`config.mk`:
```
export PLATFORM = sky130hd
export DESIGN_NAME = hilo_unit
export DESIGN_NICKNAME = d
export VERILOG_FILES = /design/src/rtl/hilo_unit.sv
export SDC_FILE = /design/constraint.sdc
export NUM_CORES = 1
export LEC_CHECK = 0
export ABC_AREA = 1
export CORE_MARGIN = 2
export CORE_UTILIZATION = 42
export DETAILED_ROUTE_END_ITERATION = 7
export PLACE_DENSITY = 0.68
export SETUP_SLACK_MARGIN = 0.02
export SLEW_MARGIN = 20
export SYNTH_ARGS = -nofsm -noshare
export SYNTH_HDL_FRONTEND = slang
export SYNTH_SLANG_ARGS = --single-unit
```
`constraint.sdc`:
```
create_clock -name clk -period 3 [get_ports clk]
set_input_delay 0.45 -clock clk [delete_from_list [all_inputs] [get_ports clk]]
set_output_delay 0.45 -clock clk [all_outputs]
set_load 0.01 [all_outputs]
```
`src/rtl/hilo_unit.sv`:
```
// HI/LO register file with a 32-step restoring divider for DIV/DIVU.
// Define HILO_BYPASS_EN to forward same-cycle ALU writes and divider results onto hi_out/lo_out.
module hilo_unit (
  input  logic        clk,
  input  logic        rst,
  input  logic [1:0]  hilo_we,
  input  logic [31:0] hi_in,
  input  logic [31:0] lo_in,
  input  logic        div_start,
  input  logic        div_signed,
  input  logic [31:0] div_a,
  input  logic [31:0] div_b,
  input  logic        flush,
  output logic [31:0] hi_out,
  output logic [31:0] lo_out,
  output logic        div_busy,
  output logic        div_done
);

  typedef enum logic [1:0] {IDLE, BUSY, DONE} state_t;

  state_t      state, state_nxt;
  logic [31:0] hi_r, lo_r;
  logic [5:0]  count;
  logic [31:0] rem, quo, dvsr;
  logic        neg_q, neg_r;
  logic        start_ok;
  logic [31:0] abs_a, abs_b;
  logic [32:0] trial, diff;
  logic [31:0] q_fix, r_fix;

  assign start_ok = (state == IDLE) && div_start && !flush;
  // Two's-complement negation of 0x80000000 yields 0x80000000, the unsigned magnitude.
  assign abs_a    = (div_signed && div_a[31]) ? -div_a : div_a;
  assign abs_b    = (div_signed && div_b[31]) ? -div_b : div_b;
  assign trial    = {rem, quo[31]};
  assign diff     = trial - {1'b0, dvsr};
  assign q_fix    = neg_q ? -quo : quo;
  assign r_fix    = neg_r ? -rem : rem;

  always_comb begin
    // NOTE: every combinational output gets a default first so no path can infer a latch.
    state_nxt = state;
    div_busy  = (state != IDLE);
    div_done  = (state == DONE);
    unique case (state)
      IDLE: if (start_ok) state_nxt = (div_b == 32'd0) ? DONE : BUSY;
      BUSY: begin
        if (flush)               state_nxt = IDLE;
        else if (count == 6'd31) state_nxt = DONE;
      end
      DONE:    state_nxt = IDLE;
      default: state_nxt = IDLE;
    endcase
  end

  always_ff @(posedge clk) begin
    // NOTE: sequential state uses non-blocking assignments so every register samples pre-edge values.
    if (rst) state <= IDLE;
    else     state <= state_nxt;
  end

  always_ff @(posedge clk) begin
    if (rst) begin
      hi_r  <= '0;
      lo_r  <= '0;
      count <= '0;
      rem   <= '0;
      quo   <= '0;
      dvsr  <= '0;
      neg_q <= 1'b0;
      neg_r <= 1'b0;
    end else begin
      if (hilo_we[1]) hi_r <= hi_in;
      if (hilo_we[0]) lo_r <= lo_in;
      unique case (state)
        IDLE: begin
          if (start_ok) begin
            count <= '0;
            if (div_b == 32'd0) begin
              quo   <= '1;
              rem   <= div_a;
              dvsr  <= '0;
              neg_q <= 1'b0;
              neg_r <= 1'b0;
            end else begin
              quo   <= abs_a;
              rem   <= '0;
              dvsr  <= abs_b;
              neg_q <= div_signed && (div_a[31] ^ div_b[31]);
              neg_r <= div_signed && div_a[31];
            end
          end
        end
        BUSY: begin
          if (!flush) begin
            count <= count + 6'd1;
            // diff[32] is the borrow: set means the divisor did not fit.
            if (!diff[32]) begin
              rem <= diff[31:0];
              quo <= {quo[30:0], 1'b1};
            end else begin
              rem <= trial[31:0];
              quo <= {quo[30:0], 1'b0};
            end
          end
        end
        DONE: begin
          // Placed after the ALU write so the divider result takes both registers.
          if (!flush) begin
            hi_r <= r_fix;
            lo_r <= q_fix;
          end
        end
        default: ;
      endcase
    end
  end

`ifdef HILO_BYPASS_EN
  always_comb begin
    hi_out = hilo_we[1] ? hi_in : hi_r;
    lo_out = hilo_we[0] ? lo_in : lo_r;
    if (state == DONE) begin
      hi_out = r_fix;
      lo_out = q_fix;
    end
  end
`else
  assign hi_out = hi_r;
  assign lo_out = lo_r;
`endif

endmodule

```
==> run metrics <==
top cell type's share of synthesized area around 25%; die width 185 um; fin worst setup slack 316 ps; main flop type after synthesis dfxtp_1; flop-to-flop setup slack 320 ps; Logic pwr share 41.7%; Cell Area, Synth ~14000 um^2; Setup WS pre-CTS ~210 ps; average size of a mapped cell between 5 and 6 um^2; Slew HR roughly half; clk buf depth 2; Final ANT Viol Nets 0; Crit path top cell by count nand2_1; Final Util 52.8%; Area contributors post-synth dfxtp_1 (25%), nand2_1 (17%), inv_1 (10%), nor2_1 (7.4%), nand3_1 (6.8%); WHS Endpoint state[1]; Port Buffers 200; Die Y roughly 190 um; WL final between 50 and 60 mm; boundary pin count approximately 200; RSZ-0062 raised after global routing no; GRT Overall Usage 30.8%; hold path startpoint rst; area leader, netlist dfxtp_1; Hold Vio Cnt, Final 0; Crit Path Max Fanout 8; commonest cells in the netlist nand2_1 (610), inv_1 (371), nor2_1 (271); Starting DRT DRC Count between 1000 and 1500; final setup violation count 0; measured slew at the worst slew-check pin about 740 ps; Setup Skew 13.5 ps; crit path kind register to register; Design Area, Final roughly 17000 um^2; Critical Path Slowest Stage Cell fa_1; R2R depth 19; sequential area share after synthesis 24.6%; cts hold-fix bufs 0; setup_tns 0 ps; Static Leak 0.00815 uW; CP arrival 3040 ps; Hold Crit Depth 2; max_cap viols 0; Clock Power Share 26.8%; Critical Path, Cell by Cell inv_1 -> ha_1 -> fa_1 -> inv_1 -> nand2_1 -> nand2_1 -> nand3_1 -> nand2_2 -> nand2_1 -> nand2_2 -> nand2_2 -> nand2_2 -> nand2_4 -> nand2_4 -> buf_4 -> nand2_1 -> nand2_1 -> nand2_1 -> a21oi_1; Syn. warnings 0; switching share of power approximately two fifths; Tmin final between 2000 and 3000 ps; Site Rows 66; TritonRoute pass-1 iters 5; pwr/cell area ~480 nW/um^2; vias in the first global route approximately 15000; share of cells above drive strength 1 roughly 6.3%; TritonCTS Buffers 17; Synth cell types 51; Internal Pwr Total ~4900 uW; CTS tree yes; grt ovf 0; Synth async-reset ratio 0%; fin cells 3022; Starting Density between 40 and 50%; DRC 0; clock sink count 170; syn nets about 2500; largest net degree at the start of global routing 71; crit path capture type register; Mapped Cells between 2000 and 2500; routability cong. slightly below 1; fin crit share between 80% and 90%; fmax roughly 370 MHz; Clock Latency Late Sink ~450 ps; # resized after CTS 0; average wire per standard cell approximately 18 um; fin. max-slew vios 0; diode count 0; first-pass GRT wire length about 82 mm; initial antenna violation count 0; status complete, no violations; worst flop-to-flop path endpoint rem[25]; placed insts roughly 3000; Post-synth EDFFs 0; Clock transition at path regs 70 ps; Max IR drop VDD 0.418 mV; CP Launch Type register; CP required between 3000 and 4000 ps; postcts setup bufs 0; Placement Cell Area ~17000 um^2; Final nets approximately 2700; vias per inst ~5.2; Flop pwr share 31.5%; Worst R2R Start quo[31]; delay of the slowest critical-path stage 440 ps; #FFs+latches synth 170; DR vias 15800; NetSw ~3300 uW; Area Overhead vs Synth 24.0%; total core area around 32000 um^2; H-tree level count 4; most frequent cell after synthesis nand2_1; post-detail-place hpwl between 40 and 50 mm; die area ~34000 um^2; Tightest Hold Check Type input pin to register; clk root buf clkbuf_16
==> placed cells by master (no fill, tap or decap), types with 28 or more instances in the layout <==
cell / synthesis / layout
nand2_1: 610 / 609
inv_1: 371 / 370
nor2_1: 271 / 270
clkdlybuf4s50_1: 0 / 199
nand3_1: 188 / 188
o21ai_0: 175 / 175
dfxtp_1: 170 / 170
a21oi_1: 166 / 166
buf_4: 5 / 63
xor2_1: 56 / 56
ha_1: 37 / 37
nor3_1: 29 / 29
nand4_1: 28 / 28
==> worst max-delay path, delay by kind of cell, from the launching register on <==
family          cells  cell delay [ps]
flops               1              310
simple gates       13              970
buf+inv             3              420
fa+ha+maj           2              700
compound gates      1              180
==> sequential cells by signal (all words and copies together) (netlist names) <==
register / cells
dvsr: 32
hi_out: 32
lo_out: 32
quo: 32
rem: 32
count: 6
state: 2
neg_q: 1
neg_r: 1
==> cells by family (layout without fill, tap and decap cells) <==
family | Yosys count | count (layout) | share of synthesized area (%)
buffers and inverters | 473 | 677 | 13.4
and+or+nand+nor | 1192 | 1192 | 37.0
DFF | 170 | 170 | 24.6
muxes | 2 | 2 | 0.145
xor gates and xnor gates | 66 | 66 | 4.18
AOI/OAI and AO/OA | 435 | 435 | 17.2
adders and majority gates | 38 | 38 | 3.49
==> power groups by stage <==
stage          Clock, uW  Combinational, uW  Sequential [uW]
2_1_floorplan          0               2150             2600
3_3_place_gp           0               3320             2610
3_5_place_dp           0               3340             2610
4_1_cts             2220               3360             2560
5_1_grt             2300               3810             2580
6_report            2190               3410             2570
==> through the flow <==
| stage | hold WS (ps) | total power, uW |
|---|---|---|
| 2_1_floorplan | 426 | 4750 |
| 3_3_place_gp | 445 | 5930 |
| 3_5_place_dp | 452 | 5950 |
| 4_1_cts | 231 | 8150 |
| 5_1_grt | 238 | 8700 |
| 6_report | 247 | 8170 |
==> cell type report <==
cell class                 instances  area (um^2)
fill                            3393        15300
clock buffer                      21          470
tap                              442          553
inverter                         376         1410
clock inverter                     9         90.1
sequential                       170         3400
timing repair buffer             271         2630
multi-input combinational       1733         8580
==> routing by layer <==
layer	GRT usage [%]	wire length (um)	vias to the layer above
met5	0	0	-
met4	11.2	1570	0
met3	4.36	4280	88
met2	47.3	22400	671
met1	43.7	24700	7103
li1	-	-	7968
==> worst max path at each step <==
| stage | start | endpoint | slack (ps) | depth (start not counted) |
|---|---|---|---|---|
| after detailed placement | div_b[1] | dvsr[18] | 210 | 12 |
| after global routing | quo[31] | rem[25] | 100 | 19 |
| after CTS | quo[31] | rem[25] | 340 | 19 |
| after global placement | div_b[0] | state[0] | 300 | 12 |
| after floorplan | quo[31] | rem[27] | 820 | 19 |
| final | quo[31] | rem[25] | 320 | 19 |
Note: power is estimated with default switching activity, not from simulation.
